==> src/rtl/sprite_pkg.sv <==
// sprite_pkg: shared types and widths for the sprite animator slice.
// Latency: n/a (types only).
// Backpressure: n/a.
package sprite_pkg;

  localparam int FRAME_IDX_W = 4;

  typedef enum logic {PH_UP, PH_DOWN} pp_phase_t;

  typedef logic [9:0] coord_t;

endpackage

==> src/rtl/sprite_frame_seq.sv <==
// sprite_frame_seq: frame_tick edge detect, hold counter, frame index, ping-pong phase, direction latch.
// Latency: frameIndex/dir_q update 1 Clk after the frame_tick rising edge is seen.
// Backpressure: none; state advances only on detected ticks.
//
// Ports: Clk, Reset_n (sync, active-low), frame_tick (level or pulse), moving, direction
//        -> frameIndex (current animation frame), dir_q (direction latched on tick).
// Option: SPRITE_ANIM_PINGPONG_EN selects ping-pong stepping and builds the phase register.
module sprite_frame_seq
  import sprite_pkg::*;
#(
  parameter int NUM_FRAMES = 4,
  parameter int HOLD_TICKS = 4
) (
  input  logic                   Clk,
  input  logic                   Reset_n,
  input  logic                   frame_tick,
  input  logic                   moving,
  input  logic                   direction,
  output logic [FRAME_IDX_W-1:0] frameIndex,
  output logic                   dir_q
);

  localparam logic [FRAME_IDX_W-1:0] LAST_FRAME = FRAME_IDX_W'(NUM_FRAMES - 1);
  localparam logic [3:0]             LAST_HOLD  = 4'(HOLD_TICKS - 1);

  logic                   tick_q;
  logic                   tick;
  logic [3:0]             hold_q;
  logic [3:0]             hold_d;
  logic [FRAME_IDX_W-1:0] idx_d;
  logic                   dir_d;
`ifdef SPRITE_ANIM_PINGPONG_EN
  pp_phase_t              phase_q;
  pp_phase_t              phase_d;
`endif

  // tick_q resets high so a strobe already high at reset release is not a tick.
  assign tick = frame_tick & ~tick_q;

  // State register
  always_ff @(posedge Clk) begin
    if (!Reset_n) begin
      tick_q     <= 1'b1;
      hold_q     <= '0;
      frameIndex <= '0;
      dir_q      <= 1'b0;
`ifdef SPRITE_ANIM_PINGPONG_EN
      phase_q    <= PH_UP;
`endif
    end else begin
      tick_q     <= frame_tick;
      hold_q     <= hold_d;
      frameIndex <= idx_d;
      dir_q      <= dir_d;
`ifdef SPRITE_ANIM_PINGPONG_EN
      phase_q    <= phase_d;
`endif
    end
  end

  // Next-state logic: nothing moves between ticks.
  always_comb begin
    hold_d  = hold_q;
    idx_d   = frameIndex;
    dir_d   = dir_q;
`ifdef SPRITE_ANIM_PINGPONG_EN
    phase_d = phase_q;
`endif
    if (tick) begin
      dir_d = direction;
      if (!moving) begin
        hold_d  = '0;
        idx_d   = '0;
`ifdef SPRITE_ANIM_PINGPONG_EN
        phase_d = PH_UP;
`endif
      end else if (hold_q != LAST_HOLD) begin
        hold_d = hold_q + 4'd1;
      end else begin
        hold_d = '0;
`ifdef SPRITE_ANIM_PINGPONG_EN
        // With two or fewer frames there is no interior to bounce through.
        if (NUM_FRAMES <= 2) begin
          idx_d = (frameIndex == LAST_FRAME) ? '0 : frameIndex + 1'b1;
        end else if (phase_q == PH_UP) begin
          if (frameIndex == LAST_FRAME) begin
            idx_d   = frameIndex - 1'b1;
            phase_d = PH_DOWN;
          end else begin
            idx_d = frameIndex + 1'b1;
          end
        end else begin
          if (frameIndex == '0) begin
            idx_d   = FRAME_IDX_W'(1);
            phase_d = PH_UP;
          end else begin
            idx_d = frameIndex - 1'b1;
          end
        end
`else
        idx_d = (frameIndex == LAST_FRAME) ? '0 : frameIndex + 1'b1;
`endif
      end
    end
  end

endmodule

==> src/rtl/sprite_animator.sv <==
// sprite_animator: per-pixel sprite hit test and ROM address with parametrised frame animation.
// Latency: spriteOn/spriteAddress 1 Clk after DrawX/DrawY; new frame reaches addresses 3 Clk after strobe edge.
// Backpressure: none; fixed pipeline, no handshake.
//
// Ports: Clk, Reset_n (sync, active-low), frame_tick, moving, direction, DrawX/DrawY (pixel),
//        PosX/PosY (sprite top-left) -> spriteOn, spriteAddress, frameIndex.
// Option: SPRITE_ANIM_PINGPONG_EN (handled inside sprite_frame_seq).
module sprite_animator
  import sprite_pkg::*;
#(
  parameter int SPRITE_W    = 46,
  parameter int SPRITE_H    = 70,
  parameter int NUM_FRAMES  = 4,
  parameter int HOLD_TICKS  = 4,
  parameter int BASE_OFFSET = 0,
  parameter int DIR_STRIDE  = SPRITE_W * SPRITE_H * NUM_FRAMES,
  parameter int ADDR_W      = 21
) (
  input  logic                   Clk,
  input  logic                   Reset_n,
  input  logic                   frame_tick,
  input  logic                   moving,
  input  logic                   direction,
  input  logic [9:0]             DrawX,
  input  logic [9:0]             DrawY,
  input  logic [9:0]             PosX,
  input  logic [9:0]             PosY,
  output logic                   spriteOn,
  output logic [ADDR_W-1:0]      spriteAddress,
  output logic [FRAME_IDX_W-1:0] frameIndex
);

  localparam logic [ADDR_W-1:0] BASE_A   = ADDR_W'(BASE_OFFSET);
  localparam logic [ADDR_W-1:0] STRIDE_A = ADDR_W'(DIR_STRIDE);
  localparam logic [ADDR_W-1:0] FRAME_A  = ADDR_W'(SPRITE_W * SPRITE_H);
  localparam logic [ADDR_W-1:0] WIDTH_A  = ADDR_W'(SPRITE_W);

  logic              dir_q;
  logic [ADDR_W-1:0] frame_off;
  logic [ADDR_W-1:0] offSum;
  logic [10:0]       xEnd;
  logic [10:0]       yEnd;
  logic              hit;
  coord_t            relX;
  coord_t            relY;
  logic [ADDR_W-1:0] addrSum;

  sprite_frame_seq #(
    .NUM_FRAMES (NUM_FRAMES),
    .HOLD_TICKS (HOLD_TICKS)
  ) u_seq (
    .Clk        (Clk),
    .Reset_n    (Reset_n),
    .frame_tick (frame_tick),
    .moving     (moving),
    .direction  (direction),
    .frameIndex (frameIndex),
    .dir_q      (dir_q)
  );

  // Sums are taken modulo 2^ADDR_W, which matches truncating the full-width result.
  assign offSum = BASE_A + (dir_q ? STRIDE_A : '0) + ADDR_W'(frameIndex) * FRAME_A;

  // 11-bit right/bottom edges so a sprite near coordinate 1023 does not wrap to 0.
  assign xEnd = {1'b0, PosX} + 11'(SPRITE_W);
  assign yEnd = {1'b0, PosY} + 11'(SPRITE_H);
  assign hit  = (DrawX >= PosX) && ({1'b0, DrawX} < xEnd) &&
                (DrawY >= PosY) && ({1'b0, DrawY} < yEnd);

  assign relX    = DrawX - PosX;
  assign relY    = DrawY - PosY;
  assign addrSum = frame_off + ADDR_W'(relY) * WIDTH_A + ADDR_W'(relX);

  always_ff @(posedge Clk) begin
    if (!Reset_n) begin
      frame_off     <= BASE_A;
      spriteOn      <= 1'b0;
      spriteAddress <= '0;
    end else begin
      frame_off <= offSum;
      spriteOn  <= hit;
      // Address holds outside the sprite so downstream ROM reads stay stable.
      if (hit) begin
        spriteAddress <= addrSum;
      end
    end
  end

endmodule

==> config.mk <==
export PLATFORM = sky130hd
export DESIGN_NAME = sprite_animator
export DESIGN_NICKNAME = d
export VERILOG_FILES = /design/src/rtl/sprite_pkg.sv /design/src/rtl/sprite_frame_seq.sv /design/src/rtl/sprite_animator.sv
export SDC_FILE = /design/constraint.sdc
export NUM_CORES = 1
export LEC_CHECK = 0
export CAP_MARGIN = 15
export CORE_MARGIN = 2
export CORE_UTILIZATION = 63
export CTS_CLUSTER_DIAMETER = 30
export DETAILED_ROUTE_END_ITERATION = 8
export PLACE_DENSITY = 0.95
export SLEW_MARGIN = 20
export SYNTH_ARGS = -nofsm -noshare
export SYNTH_HDL_FRONTEND = slang
export SYNTH_HIERARCHICAL = 1
export SYNTH_SLANG_ARGS = --single-unit
==> constraint.sdc <==
create_clock -name Clk -period 13.49 [get_ports Clk]
set_clock_uncertainty 0.05 [all_clocks]
set_input_delay 3.3725 -clock Clk [delete_from_list [all_inputs] [get_ports Clk]]
set_output_delay 3.3725 -clock Clk [all_outputs]
set_load 0.02 [all_outputs]
==> metrics.md, run 1 <==
| Metric | Value |
|---|---|
| Fin worst setup slack | 3330 ps |
| Resize count post-CTS | 0 |
| Critical Path Fanout Max | 5 |
| HP Class | reg -> reg |
| Pin count of the biggest net entering global routing | 26 |
| CTS Hold Bufs | 0 |
| Most common library cells after synthesis | ha_1, inv_1, nor2_1 |
| Async SR Flop Fraction | 0% |
| Fill cells | 635 |
| Critical path required time | 13,640 ps |
| WL/cell | 15.3 um |
| CTS H-tree lvls | 2 |
| Nets@finish | 986 |
| VDD IR-drop max | 236 uV |
| Num CTS Buffers | 5 |
| WP buf/inv | 5 |
| RSZ-0062 raised after global routing | no |
| # DRC | 0 |
| Final Setup Violations | 0 |
| Worst min-delay path startpoint | spriteAddress[7] |
| Postcts setup bufs | 0 |
| Synth area leaders | ha_1, dfxtp_1, fa_1 |
| Global-route wire length before repair | 23,600 um |
| Share of cells above drive strength 1 | 2.25% |
| Final Hold Viols | 0 |
| Dominant synthesized flop cell | dfxtp_1 |
| Max_cap viols | 0 |
| Routed wire length | 14,200 um |
| Mean Syn Cell Area | 8.16 um^2 |
| Row count | 35 |
| GR peak layer | met2 |
| Crit. End Element | flip-flop |
| Initial Utilization | 64.9% |
| Max Clock Freq | 0.0985 GHz |
| Clock transition at path regs | 90 ps |
| Grt total ovfl | 0 |
| Crit path max-delay cell type | clkdlybuf4s50_1 |
| Final Util | 74.7% |
| Non-Filler Instances | 929 |
| Post-synth cell types | 64 |
| Area fraction of the dominant cell type after synthesis | 24.4% |
| Met1 Track Usage GR | 31.0% |
| Core Box Area | 9240 um^2 |
| Area occupied by multi-input gates | 4720 um^2 |
| Max transition margin | 48.1% |
| PwrDens | 264 nW/um^2 |
| Placed Area | 6790 um^2 |
| Syn-to-layout area delta | 15.1% |
| Sink Count | 44 |
| Worst slack, placed | 3130 ps |
| Post-Layout Inst Area | 6910 um^2 |
| Leading area contributor after synthesis | ha_1 |
| EDFF count, synth | 0 |
| Boundary pin count | 71 |
| CTS Root Cell | clkbuf_8 |
| Synth Instances | 735 |
| Ant. Diodes | 0 |
| Number of global-route vias before repair | 5,541 |
| Drt pass-1 iters | 5 |
| TNS Setup | 0 ps |
| Final period utilization | 75.3% |
| Met3 usage | 4.07% |
| Minimum clock period after layout | 10,160 ps |
| Netlist Area Pre-Place | 6000 um^2 |
| DR iter-0 viols | 233 |
| Critical Path Max Stage Delay | 590 ps |
| Die Y | 102 um |
| Vias per inst | 5.99 |
| Met2 usage | 52.5% |
| Antenna violations before repair | 0 |
| Worst EP arrival | 10,310 ps |
| CP startpoint | PosY[1] |
| CTS Buffer Depth | 2 |
| Placed cells | 921 |
| Die Area | 10,300 um^2 |
| Via count | 5,561 |
| Number of synthesized register bits | 44 |
| Worst slew pin tran | 772 ps |
| Die Width | 102 um |
| Worst r2r src | u_seq/frameIndex[3] |
| I/O Buffers | 67 |
| CP Launch Type | primary input |
| Worst-Skew Late Latency | 300 ps |
| Total track usage | 27.7% |
| Leakage | 0.00325 uW |
| Antenna Violating Nets Remaining | 0 |
| Status | completed |
| Global placement routability congestion | 0.929 |
| Yosys warning total | 6 |
| Register area | 881 um^2 |
| Delay-heaviest family, CP | adder cells |
| Seq/Total Area, Yosys | 14.7% |
| Final Max Slew Viols | 0 |
| CTS tree | yes |
| Kind of critical path | in -> reg |
| DP HPWL | 11,600 um |
| Top-count cell post-synth | ha_1 |
## kinds of logic (layout without fill, tap and decap cells)
logic type / count (synthesis) / count (layout) / share of synthesized area (%)
fa+ha+maj: 142 / 142 / 32.7
buf+inv: 106 / 169 / 6.88
mux: 4 / 4 / 0.668
other cells: 1 / 3 / 0.0625
xor+xnor: 58 / 58 / 8.47
compound gates: 174 / 174 / 19.0
simple gates: 206 / 206 / 17.4
flops: 44 / 44 / 14.7
## power by group
part / internal [uW] / switching, uW
registers: 142 / 6.75
clock network: 55.8 / 47.6
logic: 675 / 895
total: 873 / 949
## worst paths after layout
path,endpoint,slack [ps],cells past startpoint
worst max-delay path,spriteAddress[17],3330,27
worst min-delay path,spriteAddress[7],430,2
worst max register to register,frame_off[14],9880,12
worst min register to register,spriteAddress[7],430,2
## layout make-up
| cell class | count | share of cell area (%) |
|---|---|---|
| clock buffers | 5 | 0.996 |
| clock inverters | 3 | 0.670 |
| inverters | 92 | 5.00 |
| multi-input cells | 587 | 68.3 |
| flip-flops and latches | 44 | 12.8 |
| well taps | 129 | 2.34 |
| repair buffers | 69 | 9.93 |
## sequential cells by signal, indices dropped and copies added, names as in the netlist
register,count
u_seq/hold_q,4
u_seq/tick_q,1
u_seq/dir_q,1
spriteOn,1
spriteAddress,18
frame_off,15
u_seq/frameIndex,4
## routing by layer
metal	up-vias	share of wire (%)
li1	2735	-
met1	2597	40
met2	188	52
met3	41	5.1
met4	0	2.7
met5	-	0
## cells in the final DEF, fill, tap and decap left out, types with 3 or more instances in the layout
cell | Yosys | final
a2111oi_0 | 3 | 3
a211oi_1 | 6 | 6
a21o_1 | 11 | 11
a21oi_1 | 48 | 48
a31oi_1 | 5 | 5
a41o_1 | 4 | 4
and2_1 | 7 | 7
clkbuf_8 | 0 | 5
clkdlybuf4s50_1 | 0 | 67
conb_1 | 1 | 3
dfxtp_1 | 44 | 44
fa_1 | 25 | 25
ha_1 | 117 | 117
inv_1 | 92 | 92
mux2i_1 | 4 | 4
nand2_1 | 45 | 45
nand2b_1 | 9 | 9
nand3_1 | 23 | 23
nand3b_1 | 4 | 4
nand4_1 | 9 | 9
nor2_1 | 50 | 50
nor2b_1 | 12 | 12
nor3_1 | 16 | 16
nor4_1 | 4 | 3
o211a_1 | 3 | 3
o211ai_1 | 9 | 9
o21a_1 | 13 | 13
o21ai_0 | 35 | 35
o22ai_1 | 6 | 6
o41ai_1 | 3 | 3
or3_1 | 7 | 7
or4_1 | 4 | 4
xnor2_1 | 43 | 43
xor2_1 | 15 | 15
## worst reg2reg max path, stage by stage, from the launching register on
cell and delay [ps]:
dfxtp_1 570, ha_1 420, ha_1 400, a21o_1 180
a21o_1 240, a41o_1 300, a21oi_1 180, xnor2_1 140
ha_1 300, a21o_1 200, a41oi_1 290, xor2_1 170
nor2_1 50
## per-stage QoR
| stage | hold WS (ps) | power [uW] |
|---|---|---|
| floorplan | 399 | 1350 |
| global placement | 412 | 1590 |
| detailed placement | 418 | 1660 |
| CTS | 430 | 1800 |
| global route | 463 | 2000 |
| finish | 432 | 1820 |
(Power assumes the default switching activity.)
==> run 2, diff against run 1 <==
--- a/config.mk
+++ b/config.mk
@@ -7,10 +7,10 @@
 export LEC_CHECK = 0
 export CAP_MARGIN = 15
 export CORE_MARGIN = 2
-export CORE_UTILIZATION = 63
+export CORE_UTILIZATION = 58
 export CTS_CLUSTER_DIAMETER = 30
 export DETAILED_ROUTE_END_ITERATION = 8
-export PLACE_DENSITY = 0.95
+export PLACE_DENSITY = 0.92
 export SLEW_MARGIN = 20
 export SYNTH_ARGS = -nofsm -noshare
 export SYNTH_HDL_FRONTEND = slang
==> constraint.sdc (replaced) <==
create_clock -name Clk -period 10.56 [get_ports Clk]
set_clock_uncertainty 0.05 [all_clocks]
set_input_delay 2.64 -clock Clk [delete_from_list [all_inputs] [get_ports Clk]]
set_output_delay 2.64 -clock Clk [all_outputs]
set_load 0.02 [all_outputs]
==> run 2 against run 1 <==
Against the previous run:
- non-clock buffer count did not move
- power grew 24%
- sequential share of layout area hardly changed
- worst hold slack worse by 2.6 ps
- via count is 2.1% lower
- largest power group unchanged
==> metrics.md, run 2 (same netlist as run 1, synthesis figures left out) <==
| Metric | Value |
|---|---|
| Pin count of the biggest net entering global routing | 26 (unchanged) |
| Nets@finish | 986 (unchanged) |
| Sink Count | 44 (unchanged) |
| Syn-to-layout area delta | 14.9% (was 15.1%) |
| Final Setup Violations | 0 (unchanged) |
| WL/cell | 14.7 um (was 15.3 um) |
| Non-Filler Instances | 936 (was 929) |
| Grt total ovfl | 0 (unchanged) |
| RSZ-0062 raised after global routing | no (unchanged) |
| DP HPWL | 11,200 um (was 11,600 um) |
| Final Max Slew Viols | 0 (unchanged) |
| CTS Buffer Depth | 2 (unchanged) |
| TNS Setup | 0 ps (unchanged) |
| Leakage | 0.00324 uW (was 0.00325 uW) |
| Worst slew pin tran | 791 ps (was 772 ps) |
| Number of global-route vias before repair | 5,277 (was 5,541) |
| Global placement routability congestion | 0.887 (was 0.929) |
| DR iter-0 viols | 272 (was 233) |
| Antenna Violating Nets Remaining | 0 (unchanged) |
| HP Class | reg -> reg (unchanged) |
| Routed wire length | 13,700 um (was 14,200 um) |
| I/O Buffers | 67 (unchanged) |
| Final period utilization | 87.0% |
| Postcts setup bufs | 0 (unchanged) |
| Die Y | 106 um (was 102 um) |
| Placed cells | 928 (was 921) |
| Boundary pin count | 71 (unchanged) |
| Via count | 5,443 (was 5,561) |
| Max Clock Freq | 0.109 GHz |
| Biggest regs | spriteAddress (18), frame_off (15) (unchanged) |
| Vias per inst | 5.82 (was 5.99) |
| WHS Path Cells | 2 (unchanged) |
| VDD IR-drop max | 276 uV (was 236 uV) |
| Initial Utilization | 58.9% (was 64.9%) |
| Die Area | 11,200 um^2 (was 10,300 um^2) |
| Max_cap viols | 0 (unchanged) |
| Kind of critical path | in -> reg (unchanged) |
| Ant. Diodes | 0 (unchanged) |
| Share of cells above drive strength 1 | 2.25% (unchanged) |
| Max transition margin | 47.2% (was 48.1%) |
| Crit. End Element | flip-flop (unchanged) |
| Status | completed (unchanged) |
| Total track usage | 24.3% (was 27.7%) |
| Antenna violations before repair | 0 (unchanged) |
| Worst EP arrival | 9330 ps (was 10,310 ps) |
| Leading cell types in the layout, fill and taps excluded | ha_1, inv_1, clkdlybuf4s50_1, nor2_1, a21oi_1 (unchanged) |
| Resize count post-CTS | 0 (unchanged) |
| Fill cells | 793 (was 635) |
| Fin worst setup slack | 1370 ps (was 3330 ps) |
| Row count | 37 (was 35) |
| Max reg flops | 18 (unchanged) |
| PwrDens | 328 nW/um^2 (was 264 nW/um^2) |
| Global-route wire length before repair | 22,800 um (was 23,600 um) |
| CTS tree | yes (unchanged) |
| Clock transition at path regs | 90 ps (about the same) |
| Leading cell type in the layout, fill and taps excluded | ha_1 (unchanged) |
| Final Hold Viols | 0 (unchanged) |
| Reg2reg path depth | 12 (unchanged) |
| Core Box Area | 10,200 um^2 (was 9240 um^2) |
| CTS H-tree lvls | 2 (unchanged) |
| CP Launch Type | primary input (unchanged) |
| CTS Root Cell | clkbuf_8 (unchanged) |
| Die Width | 106 um (was 102 um) |
| Minimum clock period after layout | 9190 ps |
| Worst slack, placed | 1120 ps (was 3130 ps) |
| Drt pass-1 iters | 7 (was 5) |
| # DRC | 0 (unchanged) |
| Critical Path Fanout Max | 5 (unchanged) |
| Largest Register | spriteAddress (unchanged) |
| CTS Hold Bufs | 0 (unchanged) |
| Num CTS Buffers | 5 (unchanged) |
| Worst-Skew Late Latency | 300 ps (about the same) |
| Critical path required time | 10,700 ps (was 13,640 ps) |
run 2: cell count changes in the layout (fill, tap and decap cells not counted):
cell	previous run	this run
clkinv_2	0	1
bufinv_16	1	0
run 2: layout make-up:
type | count | area [um^2] | share of cell area [%]
repair buffers | 69 | 686 | 9.95
inverters | 92 | 345 | 5.01
multi-input cells | 587 | 4720 | 68.5
flip-flops and latches | 44 | 881 | 12.8
clock buffers | 5 | 68.8 | 0.999
well taps | 136 | 170 | 2.47
clock inverters | 3 | 21.3 | 0.309
run 2: worst max-delay path, stage by stage:
cell	delay (ps)
clkdlybuf4s50_1	570
inv_1	100
ha_1	320
nor2b_1	140
o21ai_0	210
a21boi_0	150
o21ai_0	260
nand2_1	100
xor2_1	260
ha_1	290
inv_1	90
fa_1	460
fa_1	540
inv_1	40
ha_1	250
o41ai_1	600
o21bai_1	140
xor2_1	160
ha_1	280
ha_1	360
a21o_1	200
a41o_1	240
a41oi_1	300
a21oi_1	100
or4_1	400
o211a_1	140
run 2: per-layer routing:
layer	vias up	routed length (um)	global-route usage (%)
met3	34	680	4.08
met4	0	239	5.83
met1	2503	5770	28.5
met5	-	0	0
li1	2734	-	-
met2	172	7040	45.6
run 2: path summary, 6_finish.rpt:
path | start | end | slack [ps]
worst max-delay path | PosY[1] | spriteAddress[17] | 1370
worst min-delay path | spriteAddress[15] | spriteAddress[15] | 430
worst max register to register | u_seq/frameIndex[3] | frame_off[14] | 6990
worst min register to register | spriteAddress[15] | spriteAddress[15] | 430
run 2: per-stage QoR:
step                hold slack (ps)  area [um^2]  total power [uW]  util (%)
finish                          430         6890              2260      67.7
global route                    455         6890              2490      67.7
CTS                             433         6890              2250      67.7
detailed placement              419         6800              2120      66.8
global placement                411         6800              2060      66.8
floorplan                       399         6010              1720         -
run 2: report_power, final:
| group | leakage (uW) | switching, uW | internal (uW) | total [uW] |
|---|---|---|---|---|
| clock network | 0.0000445 | 61.6 | 47.0 | 109 |
| logic | 0.00284 | 1100 | 863 | 1960 |
| registers | 0.000355 | 8.20 | 181 | 189 |
